[src/rtl/jt49_cengen.sv]
// Clock-enable generator for JT49-style PSG cores: optional N/M fractional base
// tick, then power-of-two taps for the tone (cen16) and envelope (cen256) rates.
module jt49_cengen #(
    parameter int unsigned W      = 10,
    parameter int unsigned FW     = 8,
    parameter int unsigned TAP_LO = 3,
    parameter int unsigned TAP_HI = 7
) (
    input  logic          clk,
    input  logic          rst_n,
    input  logic          cen,
    input  logic          sel,
    input  logic          frac_en,
    input  logic          ld,
    input  logic [FW-1:0] num,
    input  logic [FW-1:0] den,
    output logic          cen_base,
    output logic          cen16,
    output logic          cen256
);

    localparam int unsigned SW = FW + 1;

    logic [FW-1:0] num_q, num_d;
    logic [FW-1:0] den_q, den_d;
    logic [FW-1:0] acc_q, acc_d;
    logic [W-1:0]  cnt_q, cnt_d;
    logic          cen_base_q, cen16_q, cen256_q;

    logic [FW-1:0] acc_e, num_min;
    logic [SW-1:0] sum;
    logic          tick_c, t16_c, t256_c;

    // A load on this edge is seen immediately, with the accumulator restarted.
    always_comb begin
        num_d   = ld ? num : num_q;
        den_d   = ld ? den : den_q;
        acc_e   = ld ? '0 : acc_q;
        num_min = (num_d > den_d) ? den_d : num_d;
        sum     = SW'(acc_e) + SW'(num_min);
    end

    always_comb begin
        tick_c = 1'b0;
        acc_d  = acc_e;
        if (!frac_en || (den_d == '0)) begin
            tick_c = cen;
        end else if (num_d == '0) begin
            tick_c = 1'b0;
        end else if (cen) begin
            if (sum >= SW'(den_d)) begin
                tick_c = 1'b1;
                acc_d  = FW'(sum - SW'(den_d));
            end else begin
                acc_d  = FW'(sum);
            end
        end
    end

    // Taps look at the count before this tick's increment.
    always_comb begin
        cnt_d  = tick_c ? cnt_q + W'(1) : cnt_q;
        t16_c  = sel ? (cnt_q[TAP_LO-1:0] == '0) : (cnt_q[TAP_LO:0] == '0);
        t256_c = sel ? (cnt_q[TAP_HI-1:0] == '0) : (cnt_q[TAP_HI:0] == '0);
    end

    always_ff @(negedge clk or negedge rst_n) begin
        if (!rst_n) begin
            num_q      <= FW'(1);
            den_q      <= FW'(1);
            acc_q      <= '0;
            cnt_q      <= '0;
            cen_base_q <= 1'b0;
            cen16_q    <= 1'b0;
            cen256_q   <= 1'b0;
        end else begin
            num_q      <= num_d;
            den_q      <= den_d;
            acc_q      <= acc_d;
            cnt_q      <= cnt_d;
            cen_base_q <= tick_c;
            cen16_q    <= tick_c & t16_c;
            cen256_q   <= tick_c & t256_c;
        end
    end

    assign cen_base = cen_base_q;
    assign cen16    = cen16_q;
    assign cen256   = cen256_q;

endmodule

[config.mk]
export PLATFORM = sky130hd
export DESIGN_NAME = jt49_cengen
export DESIGN_NICKNAME = d
export VERILOG_FILES = /design/src/rtl/jt49_cengen.sv
export SDC_FILE = /design/constraint.sdc
export NUM_CORES = 1
export LEC_CHECK = 0
export BUFFER_PORTS_ARGS = -buffer_cell sky130_fd_sc_hd__buf_4
export CORE_MARGIN = 3
export CORE_UTILIZATION = 45
export CTS_CLUSTER_DIAMETER = 100
export DETAILED_ROUTE_END_ITERATION = 10
export GPL_ROUTABILITY_DRIVEN = 0
export PLACE_DENSITY = 0.64
export SETUP_SLACK_MARGIN = 0.3
export SLEW_MARGIN = 20
export SYNTH_ARGS = -nofsm -noshare
export SYNTH_HDL_FRONTEND = slang
export SYNTH_SLANG_ARGS = --single-unit
[constraint.sdc]
create_clock -name clk -period 5.15 [get_ports clk]
set_clock_uncertainty 0.05 [all_clocks]
set_input_delay 0.2575 -clock clk [delete_from_list [all_inputs] [get_ports clk]]
set_output_delay 0.2575 -clock clk [all_outputs]
set_load 0.02 [all_outputs]
[Yosys cells after proc, flatten, opt, wreduce, memory -nomap -nowiden]
Index checks and enable logic that the tools add are counted.
Operators by class
  muxes and demuxes: 14
  reductions and logical operators: 8
  order comparisons: 2
  add/subtract/negate cells: 3
  bitwise operators: 2
Operators by type and width (number)
  $mux 8: 8
  $logic_not 8->1: 3
  $add 10x1->10 const B: 1
  $add 8x8->9: 1
  $ge 9x8->1: 1
  $gt 8x8->1: 1
  $sub 8x8->8: 1
  $logic_not 7->1: 1
  $mux 1: 6
  $logic_not 4->1: 1
  $logic_not 3->1: 1
  $and 1x1->1: 2
  $logic_not 1->1: 1
  $logic_or 1x1->1: 1
Storage, ports and cells
  register bits after elaboration: 37
  input bits: 22
  output and inout port bits: 3

[Longest topological paths before layout]
  depth in word-level cells: 10
  mapped depth: 28

==> out/results.env <==
STATUS='finished, violations left'
VIOLATIONS='negative setup slack'
POST_ROUTE_WORST_SETUP_SLACK_NS=-2.58
SETUP_VIOLATIONS=19
ROUTED_VIA_DENSITY=5.11
TRITONCTS='done'
WORST-ENDPOINT-ARRIVAL_NS=5.25
CRITPATHMOSTFREQUENTCELL='sky130_fd_sc_hd__mux2_4'
GRT_PASS1_VIAS=2274
WORSTSKEWPAIRLATENCY_NS=0.35
SEQUENTIAL_SHARE_OF_POWER_PCT=20.6
START_UTIL_PCT=48.3
NETLIST_INSTANCES=246
GRT_FIRST_PASS_WIRELENGTH_UM=10300
CPLARGESTDELAYFAMILY='compound AO/OA/AOI/OAI gates'
DIE_AREA_MM2=0.00667
NETLIST_AREA_MM2=0.00258
DRT_ITER0_DRC=80
CRITICAL_PATH.SLOWEST_CELL='sky130_fd_sc_hd__or3_4'
GRTUSAGETOTAL_PCT=20.5
CP_SLOWEST_STAGE_DELAY_NS=0.39
GRT_ANTENNA_BEFORE_REPAIR=0
VIAS=2197
MIN-DELAY-PATH-CLASS='flop to flop'
PIN_COUNT_OF_THE_BIGGEST_NET_ENTERING_GLOBAL_ROUTING=36
WORST-ENDPOINT-REQUIRED_NS=2.67
DIE_X_UM=81.7
HOLD_VIOLATIONS=0
CTS_H_TREE_DEPTH=2
SYNTH_WARNINGS=0
SYNTH_MOST_COMMON_CELL='sky130_fd_sc_hd__dfrtn_1'
DPL.CELL_COUNT=408
AVGROUTEDWIREPERCELL_UM=14.8
POWER_PER_CELL_AREA_mW_PER_MM2=504
FILLERS=397
POST_DP_HPWL_UM=4960
CLOCK_TREE.BUFFER_DEPTH=2
SYNTH-EDFF-COUNT=0
CP-END-KIND='flop'
PLACEMENT.IO_BUFFERS=24
POWER.COMBINATIONAL.FRACTION_PCT=66.0
YOSYS.CELL_TYPES.COUNT=44
CTS_MADE_BUFFERS=5
CAP_VIOLATIONS=0
CTS_ROOT_BUF='sky130_fd_sc_hd__clkbuf_8'
CLKSINKCOUNT=35
CLKSLEWWORSTSETUPHOLDPATHS_NS=0.05
LEADING_CELL_TYPES_BY_TOTAL_AREA_AFTER_SYNTHESIS='sky130_fd_sc_hd__dfrtn_1 (32%), sky130_fd_sc_hd__ha_1 (13%), sky130_fd_sc_hd__mux2_2 (8.3%), sky130_fd_sc_hd__xnor2_1 (5.4%), sky130_fd_sc_hd__mux2i_1 (3.9%)'
NUMBER_OF_BUFFERS_AND_INVERTERS_ON_THE_CRITICAL_PATH=3
CTS_HOLD_BUF=0
SYNTHESIS.NETS=296
INTERNAL-POWER_mW=1.22
WL_UM=6350
POSTSYNTHREGISTERBITS=35
SYNTH_LARGEST_AREA_CELL='sky130_fd_sc_hd__dfrtn_1'
DRTANTENNAVIOLNETS=0
DIE_H_UM=81.7
DESIGN.CORE.AREA_MM2=0.00534
NETLIST_TOP_CELLS_COUNT='sky130_fd_sc_hd__dfrtn_1 (33), sky130_fd_sc_hd__ha_1 (26), sky130_fd_sc_hd__inv_1 (19), sky130_fd_sc_hd__mux2_2 (19), sky130_fd_sc_hd__xnor2_1 (16)'
MAX_SLEW.WORST_PIN.SLEW_NS=0.447
AREA_GROWTH_SYN_TO_LAYOUT_PCT=48.8
LAYOUT.CORE_UTILIZATION_PCT=71.9
SYNTH-SEQ-AREA-SHARE_PCT=34.1
POSTSYNTH.TOPFLOPCELL='sky130_fd_sc_hd__dfrtn_1'
DRT-PASS1-ITER-COUNT=4
CLOCKPOWERSHARE_PCT=13.4
FINAL_LAYOUT_SIZE_SUFFIX_GT1_SHARE_PCT=51.1
CRITICAL_PATH.STARTPOINT_TYPE='input pin'
DRT_DRC_VIOLATIONS_LEFT=0
NETSWITCHINGFRACTION_PCT=36.8
NETS=409
POWER.IR.VDD_WORST_mV=0.394
CRIT_FANOUT=6
FP-ROW-COUNT=26
SYNTH_ASYNC_SR_FLOP_SHARE_PCT=100
SLEW-LIMIT-HEADROOM_PCT=70.2
POWER.NET_SWITCHING_uW=711
TNS_NS=-47.73
N_ANTENNA_CELL=0
SYNTH.TOP_CELL.AREA_SHARE_PCT=32.0
POST_LAYOUT_NONFILLER_INSTANCES=430
CRITICAL_PATH_CLASS='input pin to flop'
IO_PINS=25
UNREPAIRED_SETUP_ENDPOINTS_AFTER_GLOBAL_ROUTING='yes'
FINAL_MAX_SLEW_VIOL_COUNT=0
OVERFLOW=0
POWER.LEAKAGE_nW=1.87
POST_SYNTH.CELL_AREA_AVG_UM2=10.5
[final timing paths]
check | start | endpoint | slack, ns | cells past startpoint
setup / recovery | ld | acc_q[6]$_DFF_NN0_ | -2.58 | 26
min in group asynchronous | rst_n | acc_q[0]$_DFF_NN0_ | 2.31 | 1
hold / removal | cnt_q[7]$_DFFE_NN0P_ | cnt_q[7]$_DFFE_NN0P_ | 0.35 | 1
setup reg to reg | den_q[0]$_DFF_NN1_ | acc_q[6]$_DFF_NN0_ | -0.27 | 24
max in group asynchronous | rst_n | num_q[0]$_DFF_NN1_ | 2.33 | 1
hold reg to reg | cnt_q[7]$_DFFE_NN0P_ | cnt_q[7]$_DFFE_NN0P_ | 0.35 | 1
[stage by stage]
stage | power [mW] | setup WS, ns | cell area (um2) | hold slack, ns
after floorplan | 1.10 | -2.88 | 2690 | 0.333
after global placement | 1.45 | -2.94 | 3460 | 0.355
after detailed placement | 1.47 | -3.02 | 3460 | 0.354
after CTS | 1.85 | -2.61 | 3720 | 0.355
after global routing | 2.08 | -2.79 | 3830 | 0.402
final | 1.93 | -2.58 | 3830 | 0.354
[state kept, by name (all words and copies together) (netlist names)]
name,cells
den_q,8
cnt_q,8
num_q,8
cen256,1
acc_q,8
cen_base,1
cen16,1
[metal layers]
layer	GRT usage [%]	part of all wire, %
met5	0	0
met3	4.06	3.8
met4	6.48	1.8
met1	26.3	47
met2	34.8	47
[final cells by class]
cell class / instances / area (um2) / share of cell area, %
clock buffers: 5 / 68.8 / 1.79
clock inverters: 5 / 51.3 / 1.34
inverters: 18 / 70.1 / 1.83
multi-input cells: 186 / 1800 / 46.9
flip-flops and latches: 35 / 878 / 22.9
well taps: 70 / 87.6 / 2.28
repair buffers: 111 / 881 / 23.0
[cell usage in the layout (no fill, tap or decap), drive strengths merged, types with 3 or more instances in the layout]
cell type,count
a211oi,5
nand2b,3
o21ai,11
clkbuf,5
ha,26
dfrtn,33
nor2,8
mux2,22
nor3,3
a21o,3
inv,20
nand2,12
buf,111
nor4,6
o211ai,3
o21a,7
nand4,7
xnor2,16
nor2b,11
mux2i,10
a21oi,14
[power groups by stage]
stage               clock [mW]  sequential, mW  combinational, mW
floorplan              0.00365           0.398              0.697
global placement       0.00365           0.398               1.05
CTS                      0.264           0.395               1.19
finish                   0.259           0.398               1.28
detailed placement     0.00365           0.400               1.07
global route             0.279           0.408               1.40
[what timing repair did]
item,4_1_cts,5_1_grt
endpoints found under the setup margin,19,19
resized for setup,16,16
pin swaps,7,6
setup buffers,8,5
[worst reg2reg max path, cell delays in order (launching register included)]
cell and delay [ns]:
sky130_fd_sc_hd__dfstp_2 0.54, sky130_fd_sc_hd__mux2_2 0.17, sky130_fd_sc_hd__ha_1 0.21, sky130_fd_sc_hd__nor2b_4 0.05, sky130_fd_sc_hd__o21a_1 0.16, sky130_fd_sc_hd__o21a_1 0.17, sky130_fd_sc_hd__o21ai_2 0.15, sky130_fd_sc_hd__a21oi_2 0.09
sky130_fd_sc_hd__o31ai_4 0.34, sky130_fd_sc_hd__mux2_4 0.36, sky130_fd_sc_hd__ha_4 0.17, sky130_fd_sc_hd__inv_2 0.04, sky130_fd_sc_hd__fa_2 0.23, sky130_fd_sc_hd__nor2b_4 0.05, sky130_fd_sc_hd__o31a_1 0.27, sky130_fd_sc_hd__o21a_1 0.20
sky130_fd_sc_hd__nor2_2 0.13, sky130_fd_sc_hd__xnor2_2 0.14, sky130_fd_sc_hd__ha_1 0.28, sky130_fd_sc_hd__nand4_1 0.12, sky130_fd_sc_hd__a21oi_2 0.04, sky130_fd_sc_hd__or3_4 0.39, sky130_fd_sc_hd__a211oi_4 0.28, sky130_fd_sc_hd__mux2_4 0.33
sky130_fd_sc_hd__mux2_4 0.25
[cell families after synthesis]
logic type,share of synthesized area (%)
mux,13.9
fa+ha+maj,14.2
simple gates,13.1
buf+inv,4.27
flops,34.1
xor+xnor,5.78
compound gates,14.7
No activity file was read; power rests on OpenSTA's default activity.
